File: config.mk
export PLATFORM = sky130hd
export DESIGN_NAME = motion_sequencer_flat
export DESIGN_NICKNAME = d
export VERILOG_FILES = /design/src/rtl/motion_sequencer_pkg.sv /design/src/rtl/motion_sequencer_if.sv /design/src/rtl/motion_sequencer_tick_gen.sv /design/src/rtl/motion_sequencer.sv /design/src/flat_wrapper.sv
export SDC_FILE = /design/constraint.sdc
export NUM_CORES = 1
export LEC_CHECK = 0
export CORE_ASPECT_RATIO = 0.9
export CORE_UTILIZATION = 34
export DETAILED_ROUTE_END_ITERATION = 10
export DONT_BUFFER_PORTS = 1
export GPL_TIMING_DRIVEN = 0
export PLACE_DENSITY_LB_ADDON = 0.2
export SYNTH_ARGS = -nofsm -noshare
export SYNTH_HDL_FRONTEND = slang
export SYNTH_HIERARCHICAL = 1
export SYNTH_SLANG_ARGS = --single-unit
export TNS_END_PERCENT = 20
File: constraint.sdc
create_clock -name clk -period 7.35 [get_ports clk]
set_input_delay 1.1025 -clock clk [delete_from_list [all_inputs] [get_ports clk]]
set_output_delay 1.1025 -clock clk [all_outputs]
set_load 0.05 [all_outputs]
File: src/rtl/motion_sequencer_pkg.sv
// Shared opcodes, FSM encoding and opcode helpers for the motion sequencer.
package motion_pkg;

    localparam logic [2:0] OP_STRAIGHT = 3'b000;
    localparam logic [2:0] OP_RIGHT    = 3'b001;
    localparam logic [2:0] OP_LEFT     = 3'b010;
    localparam logic [2:0] OP_STOP     = 3'b011;
    localparam logic [2:0] OP_TURN180  = 3'b100;
    localparam logic [2:0] OP_REVERSE  = 3'b101;

    typedef enum logic [1:0] {
        S_IDLE  = 2'd0,
        S_RUN   = 2'd1,
        S_BRAKE = 2'd2
    } fsm_e;

    // Forward motion is the only motion an obstacle can block.
    function automatic logic is_forward(input logic [2:0] op);
        return (op == OP_STRAIGHT) || (op == OP_RIGHT) || (op == OP_LEFT);
    endfunction

    function automatic logic is_valid_op(input logic [2:0] op);
        return (op <= OP_REVERSE);
    endfunction

endpackage

File: src/rtl/motion_sequencer_if.sv
// Command channel between the CPU register block (master) and the sequencer (slave).
interface motion_sequencer_if #(
    parameter int DUR_W = 16
);
    logic             cmd_valid;
    logic             cmd_ready;
    logic [2:0]       cmd_op;
    logic [DUR_W-1:0] cmd_dur;

    modport master (output cmd_valid, output cmd_op, output cmd_dur, input  cmd_ready);
    modport slave  (input  cmd_valid, input  cmd_op, input  cmd_dur, output cmd_ready);
endinterface

File: src/rtl/motion_sequencer_tick_gen.sv
// Duration prescaler: counts 0..TICK_DIV-1 and flags the last count as a one-cycle tick.
module tick_gen #(
    parameter int TICK_DIV = 100000
) (
    input  logic clk,
    input  logic rst,
    input  logic clr_i,
    output logic tick_o
);
    localparam int CW = (TICK_DIV > 1) ? $clog2(TICK_DIV) : 1;
    localparam logic [CW-1:0] LAST = CW'(TICK_DIV - 1);

    logic [CW-1:0] cnt_q, cnt_d;

    assign tick_o = (cnt_q == LAST);

    always_comb begin
        cnt_d = cnt_q + 1'b1;
        if (clr_i || tick_o) cnt_d = '0;
    end

    always_ff @(posedge clk) begin
        if (rst) cnt_q <= '0;
        else     cnt_q <= cnt_d;
    end
endmodule

File: src/rtl/motion_sequencer.sv
// Timed motion-command sequencer with obstacle/abort overrides and brake interval.
// Optional line steering of straight runs is enabled by defining MOTION_LINE_TRACK_EN.
module motion_sequencer
    import motion_pkg::*;
#(
    parameter int TICK_DIV    = 100000,
    parameter int DUR_W       = 16,
    parameter int BRAKE_TICKS = 50
) (
    input  logic                clk,
    input  logic                rst,
    motion_sequencer_if.slave   cmd,
    input  logic                obstacle,
    input  logic                abort,
    input  logic [2:0]          line,
    output logic [2:0]          state,
    output logic                busy,
    output logic                done,
    output logic                aborted
);
    localparam logic [DUR_W-1:0] BRAKE_LOAD = DUR_W'(BRAKE_TICKS);

    fsm_e             fsm_q, fsm_d;
    logic [2:0]       op_q, op_d;
    logic [DUR_W-1:0] cnt_q, cnt_d;
    logic             indef_q, indef_d;
    logic             mark_q, mark_d;
    logic [2:0]       state_q, state_d;
    logic             done_q, done_d;
    logic             aborted_q, aborted_d;
    logic             presc_clr;
    logic             tick;
    logic             accept;
    logic             launch;
    logic [2:0]       run_code;

    tick_gen #(.TICK_DIV(TICK_DIV)) u_tick_gen (
        .clk    (clk),
        .rst    (rst),
        .clr_i  (presc_clr),
        .tick_o (tick)
    );

`ifdef MOTION_LINE_TRACK_EN
    logic [2:0] line_s1_q, line_s2_q;

    function automatic logic [2:0] steer(input logic [2:0] l);
        case (l)
            3'b100, 3'b110: return OP_LEFT;
            3'b001, 3'b011: return OP_RIGHT;
            3'b000:         return OP_STOP;
            default:        return OP_STRAIGHT;
        endcase
    endfunction

    always_ff @(posedge clk) begin
        if (rst) begin
            line_s1_q <= '0;
            line_s2_q <= '0;
        end else begin
            line_s1_q <= line;
            line_s2_q <= line_s1_q;
        end
    end

    assign run_code = (op_d == OP_STRAIGHT) ? steer(line_s2_q) : op_d;
`else
    logic line_unused;
    assign line_unused = ^line;
    assign run_code    = op_d;
`endif

    assign cmd.cmd_ready = !rst && ((fsm_q == S_IDLE) || ((fsm_q == S_RUN) && indef_q));
    assign accept        = cmd.cmd_valid && cmd.cmd_ready;

    always_comb begin
        fsm_d     = fsm_q;
        op_d      = op_q;
        cnt_d     = cnt_q;
        indef_d   = indef_q;
        mark_d    = mark_q;
        done_d    = 1'b0;
        aborted_d = 1'b0;
        presc_clr = 1'b0;
        launch    = 1'b0;
        state_d   = OP_STOP;

        if (tick && (cnt_q != '0)) cnt_d = cnt_q - 1'b1;

        unique case (fsm_q)
            S_IDLE: begin
                if (accept) launch = 1'b1;
            end
            S_RUN: begin
                // A newly accepted command preempts an indefinite one without braking.
                if (accept) begin
                    launch = 1'b1;
                end else if (abort || (obstacle && is_forward(op_q))) begin
                    fsm_d     = S_BRAKE;
                    mark_d    = 1'b1;
                    cnt_d     = BRAKE_LOAD;
                    presc_clr = 1'b1;
                end else if (!indef_q && tick && (cnt_q == DUR_W'(1))) begin
                    fsm_d     = S_BRAKE;
                    mark_d    = 1'b0;
                    cnt_d     = BRAKE_LOAD;
                    presc_clr = 1'b1;
                end
            end
            S_BRAKE: begin
                if ((cnt_q == '0) || (tick && (cnt_q == DUR_W'(1)))) begin
                    fsm_d     = S_IDLE;
                    done_d    = !mark_q;
                    aborted_d = mark_q;
                    mark_d    = 1'b0;
                end
            end
            default: fsm_d = S_IDLE;
        endcase

        if (launch) begin
            // Invalid opcodes are consumed and rejected; any running command continues.
            if (!is_valid_op(cmd.cmd_op)) begin
                aborted_d = 1'b1;
            end else begin
                op_d      = cmd.cmd_op;
                indef_d   = (cmd.cmd_dur == '0);
                presc_clr = 1'b1;
                if (obstacle && is_forward(cmd.cmd_op)) begin
                    fsm_d  = S_BRAKE;
                    mark_d = 1'b1;
                    cnt_d  = BRAKE_LOAD;
                end else begin
                    fsm_d  = S_RUN;
                    mark_d = 1'b0;
                    cnt_d  = DUR_W'(cmd.cmd_dur);
                end
            end
        end

        if (fsm_d == S_RUN) state_d = run_code;
    end

    always_ff @(posedge clk) begin
        if (rst) begin
            fsm_q     <= S_IDLE;
            op_q      <= OP_STOP;
            cnt_q     <= '0;
            indef_q   <= 1'b0;
            mark_q    <= 1'b0;
            state_q   <= OP_STOP;
            done_q    <= 1'b0;
            aborted_q <= 1'b0;
        end else begin
            fsm_q     <= fsm_d;
            op_q      <= op_d;
            cnt_q     <= cnt_d;
            indef_q   <= indef_d;
            mark_q    <= mark_d;
            state_q   <= state_d;
            done_q    <= done_d;
            aborted_q <= aborted_d;
        end
    end

    assign state   = state_q;
    assign busy    = (fsm_q != S_IDLE);
    assign done    = done_q;
    assign aborted = aborted_q;
endmodule
File: src/flat_wrapper.sv
// flat-port wrapper written by rule: the top's interface ports become plain ports
module motion_sequencer_flat import motion_pkg::*;
#(
    parameter int TICK_DIV    = 100000,
    parameter int DUR_W       = 16,
    parameter int BRAKE_TICKS = 50
)
  (clk, rst, obstacle, abort, line, state, busy, done, aborted, cmd_cmd_valid, cmd_cmd_op, cmd_cmd_dur, cmd_cmd_ready);
  motion_sequencer_if #(.DUR_W(DUR_W)) cmd_i ();
  input  logic clk;
  input  logic rst;
  input  logic obstacle;
  input  logic abort;
  input  logic [2:0] line;
  output logic [2:0] state;
  output logic busy;
  output logic done;
  output logic aborted;
  input wire logic [$bits(cmd_i.cmd_valid)-1:0] cmd_cmd_valid;
  input wire logic [$bits(cmd_i.cmd_op)-1:0] cmd_cmd_op;
  input wire logic [$bits(cmd_i.cmd_dur)-1:0] cmd_cmd_dur;
  output wire logic [$bits(cmd_i.cmd_ready)-1:0] cmd_cmd_ready;
  assign cmd_i.cmd_valid = cmd_cmd_valid;
  assign cmd_i.cmd_op = cmd_cmd_op;
  assign cmd_i.cmd_dur = cmd_cmd_dur;
  assign cmd_cmd_ready = cmd_i.cmd_ready;
  motion_sequencer #(.TICK_DIV(TICK_DIV), .DUR_W(DUR_W), .BRAKE_TICKS(BRAKE_TICKS)) u_core (.clk(clk), .rst(rst), .cmd(cmd_i), .obstacle(obstacle), .abort(abort), .line(line), .state(state), .busy(busy), .done(done), .aborted(aborted));
endmodule
Word level (Yosys, flattened, before mapping)
Index checks and enable logic that the tools add are counted.
{"block": "word_totals", "ff_bits": 45, "latch_bits": 0, "ram_bits": 0, "mem_bits_ro": 0, "inputBits": 27, "out_inout_bits": 7, "elab_cells": 94, "n_memories": 0}
{"block": "classes", "addsub": 2, "multipliers": 0, "n_div": 0, "n_lt_le_gt_ge": 1, "n_eq_ne": 9, "shifts": 0, "mux": 38, "bitwise": 3, "reduce_logical": 32}
{"cell": "two-way mux 16 bit", "count": 8}
{"cell": "logical NOT 16 bit", "count": 2}
{"cell": "two-way mux 1 bit", "count": 19}
{"cell": "adder 17 x 1 -> 17 bit, second input constant", "count": 1}
{"cell": "equality test 17 bit, second input constant", "count": 1}
{"cell": "equality test 16 x 1 -> 1 bit, second input constant", "count": 1}
{"cell": "nonzero test 16 bit", "count": 1}
{"cell": "subtractor 16 x 1 -> 16 bit, second input constant", "count": 1}
{"cell": "two-way mux 2 bit", "count": 7}
{"cell": "logical AND 1 bit", "count": 9}
{"cell": "logical OR 1 bit", "count": 8}
{"cell": "equality test 3 x 1 -> 1 bit, second input constant", "count": 2}
{"cell": "equality test 3 x 2 -> 1 bit, second input constant", "count": 2}
{"cell": "logical NOT 3 bit", "count": 2}
{"cell": "two-way mux 3 bit", "count": 2}
{"cell": "one-hot mux 2 bit (3 select lines)", "count": 1}
{"cell": "OR reduction 2 bit", "count": 3}
{"cell": "equality test 2 x 1 -> 1 bit, second input constant", "count": 2}
{"cell": "less-or-equal comparator 3 bit, second input constant", "count": 1}
{"cell": "logical NOT 1 bit", "count": 3}
{"cell": "NOT 1 bit", "count": 3}
{"cell": "OR reduction 3 bit", "count": 1}
{"cell": "equality test 2 bit, second input constant", "count": 1}
{"cell": "logical NOT 2 bit", "count": 1}
{"cell": "other kinds (3)", "count": 3}

Depth between registers and ports, before layout
{"block": "depth", "depth_word": 13, "ltp_mapped": 11}

By module
Netlist, hierarchy kept.
{"mod": "motion_sequencer", "n_inst": 1, "cells_each": 193, "area_each_um2": 1694.1}
{"mod": "tick_gen", "n_inst": 1, "cells_each": 88, "area_each_um2": 785.8}

Least setup slack after synthesis
No wires, ideal clock.
{"block": "synth_timing", "path_type": "input to output", "start": "input port rst", "end": "output port cmd_cmd_ready", "arrival_ns": 2.110, "t_required_ns": 6.247, "path_slack_ns": 4.138, "stages": 3, "path_cell_list": "buf_4 clkbuf_1 nor2_1"}
{"block": "synth_via", "elab_chain_cells": 2}
{"element": "start: declaration", "line": "flat_wrapper.sv:11", "rtl": "input logic rst;"}
{"element": "logical NOT 1 bit", "line": "motion_sequencer.sv:73", "rtl": "assign cmd.cmd_ready = !rst && ((fsm_q == S_IDLE) || ((fsm_q == S_RUN) && indef_q));"}
{"element": "logical AND 1 bit", "line": "motion_sequencer.sv:73"}
{"element": "end: declaration", "line": "flat_wrapper.sv:22", "rtl": "output wire logic [$bits(cmd_i.cmd_ready)-1:0] cmd_cmd_ready;"}
No other way between the ends.

Worst setup path in the final report
Ends and elaborated chain as after synthesis.

==> impl_metrics.yaml <==
run_status:
  outcome: "finished clean"
pwr:
  irDropWorstVdd_uv: 83.6
  power.density_cell_area_nw_per_um2: 194
  leakage_nw: 0.973
floorplanning:
  core-area_um2: 7040
  die-width_um: 92.0
  dieArea_um2: 7640
  die_height_um: 83.0
  num_io_pins: 34
  row_count: 29
  initial_utilization_pct: 35.2
critical_path:
  worst-path-buf-inv: 2
  end_kind: "output pin"
  worstPathMaxFanout: 10
  top_family_by_delay_on_critical_path: "simple AND/OR/NAND/NOR gates"
  worst-setup-path-type: "in2out"
  worst-r2r-setup-slack_ns: 4.16
  r2r_cells: 8
  setup.worst_path.start_class: "input port"
  r2r-end: "u_core/cnt_q[15]"
  critical_path.cell_chain: "buf_4 -> clkbuf_1 -> nor2_1"
  cp_data_required_time_ns: 6.25
  critical_path_data_arrival_time_ns: 2.26
  crit_cells: 3
  worst_path_largest_cell_delay_ns: 0.76
  cp_slowest_cell: "nor2_1"
  critical_path.reg2reg.startpoint: "u_core/u_tick_gen/cnt_q[0]"
route:
  first_pass_iters: 4
  vias_per_cell: 5.37
  vias: 2050
  avgRoutedWirePerCell_um: 15.1
  drc: 0
  finalWirelength_um: 5750
  number_of_drc_markers_in_iteration_0: 77
  antenna_violating_nets_post_route: 0
synthesis:
  post_synth_main_area_contributors: "dfxtp_1, nor2_1, xor2_1"
  yosysTopAreaCell: "dfxtp_1"
  yosys_most_used_dff: "dfxtp_1"
  synth_seq_area_share_pct: 36.3
  mappedNetlistArea_um2: 2480
  post-synth-top-count-cell: "dfxtp_1"
  post-synth-top-area-fraction_pct: 36.3
  synthesis.yosys.warnings: 6
  synth-edff-count: 0
  synth.distinct_cells: 56
  synth.cells.most_frequent: "dfxtp_1, nor2_1, inv_1"
  synth_cells: 281
  synth.ff_latch_count: 45
  synth_nets: 315
  ys_async_sr_fraction_pct: 0
  synthesis.area_per_instance_um2: 8.83
clock_tree:
  max-clock-path-buffers: 2
  h-tree-depth: 2
  skew_pair_late_insertion_delay_ns: 0.30
  clk_transition_reported_paths_ns: 0.08
  clock_sink_count: 45
  cts-root-buf: "clkbuf_8"
  postCtsSetupBuffers: 0
  cts-hold-fix-buffers: 0
  cts-buffers-inserted: 5
  cts_tree: "yes"
  cts_resized: 0
timing:
  final_hold_violations: 0
  report.final.setup_viol: 0
  timing.final.crit_share_pct: 45.7
  fmax_mhz: 298
  relSlewSlack_pct: 39.9
  finalClockSkew_ns: 0.00577
  rsz0062_at_grt: "no"
  setup_total_neg_slack_ns: 0
  slew_viol_final: 0
  finalCriticalPeriod_ns: 3.36
  worst_slew_pin_slew_ns: 0.898
finish:
  design.final.nets: 322
  final_layout_size_suffix_gt1_share_pct: 9.69
  finish.utilization_pct: 38.1
  n_antenna_cell: 0
  area_delta_synth_final_pct: 8.02
grt:
  grt_max_degree: 14
  first_global_vias: 1984
  antenna_violations_before_repair: 0
  first_pass_grt_wire_length_um: 9890
  final_global_route_overflow_total: 0
  gr-usage-all-layers_pct: 16.2
placement:
  io_buffers: 0
  gp_routability_congestion: 0.787
  place.detailed.hpwl_um: 4340
min_path:
  end_point_of_the_worst_hold_path: "u_core/done"
  min-delay-path-class: "reg2reg"
  hold_path_startpoint: "u_core/mark_q"
  hold_depth: 1
job:
  max_cap_viol_count: 0
==> logic make-up (layout without fill, tap and decap cells) <==
logic type	Yosys count	count (layout)	share of synthesized area, %
adder cells (fa/ha/maj)	7	7	3.53
AO/OA/AOI/OAI	48	48	14.0
buffers and inverters	22	30	4.84
flip-flops	45	45	36.3
AND/OR/NAND/NOR	131	131	31.0
XOR/XNOR	23	23	8.12
multiplexers	5	5	2.12
==> registers in the layout, summed over array words and instances (netlist names) <==
register,cells
u_core/mark_q,1
u_core/aborted,1
u_core/u_tick_gen/cnt_q,17
u_core/fsm_q,2
u_core/cnt_q,16
u_core/state,3
u_core/indef_q,1
u_core/done,1
u_core/op_q,3
==> routing by layer <==
metal / up-vias / track usage (%) / part of all wire, %
met1: 957 / 22.9 / 51
met3: 7 / 4.30 / 5.7
met4: 0 / 5.40 / 1.2
met5: - / 0 / 0
met2: 41 / 23.6 / 42
li1: 1045 / - / -
==> metrics by stage <==
stage / hold WS (ns) / cells / instance area (um2) / setup slack [ns] / power [mW]
2_1_floorplan: 0.417 / 281 / 2480 / 4.14 / 0.354
3_3_place_gp: 0.447 / 374 / 2600 / 3.95 / 0.376
3_5_place_dp: 0.454 / 374 / 2600 / 3.97 / 0.375
4_1_cts: 0.468 / 382 / 2680 / 3.97 / 0.527
5_1_grt: 0.487 / 382 / 2680 / 3.85 / 0.551
6_report: 0.464 / 382 / 2680 / 3.99 / 0.521
==> final cells by class <==
type,instances,area [um2]
buffer,8,67.6
clock buffer,6,72.6
clock inverter,2,10.0
fill,747,4360
inverter,14,52.6
multi-input combinational,214,1460
sequential,45,901
tap,93,116
==> layout by cell type, fill, tap and decap left out, types with 3 or more instances in the layout <==
cell type,n
dfxtp_1,45
nor2_1,32
inv_1,14
nor3_1,13
nand2_1,13
xor2_1,12
nand3_1,11
a22o_1,11
xnor2_1,11
o21ai_0,10
nor4_1,10
a21oi_1,8
nand4_1,7
ha_1,7
clkbuf_8,5
or3_1,5
or4_1,4
clkbuf_1,3
nand2b_1,3
nor2b_1,3
mux2i_1,3
nor4b_1,3
and4_1,3
or2_2,3
and3_1,3
a221oi_1,3
==> how the worst max path moves through the flow <==
stage	start	to	slack [ns]
final	rst	cmd_cmd_ready	3.99
after CTS	rst	cmd_cmd_ready	3.97
after detailed placement	rst	cmd_cmd_ready	3.97
after global placement	rst	cmd_cmd_ready	3.95
after floorplan	rst	cmd_cmd_ready	4.14
after global routing	u_core/u_tick_gen/cnt_q[0]	u_core/cnt_q[15]	3.85
==> worst reg2reg max path: cells and delay by family (launching register included) <==
| kind | cells | cell delay [ns] |
|---|---|---|
| multiplexers | 1 | 0.33 |
| AO/OA/AOI/OAI | 1 | 0.22 |
| flip-flops | 1 | 0.40 |
| AND/OR/NAND/NOR | 5 | 1.89 |
| adder cells (fa/ha/maj) | 1 | 0.25 |
==> power breakdown <==
group	internal [mW]	switching [mW]
Sequential	0.255	0.0144
Combinational	0.0413	0.0604
Clock	0.0660	0.0839
Note: power is estimated with default switching activity, not from simulation.
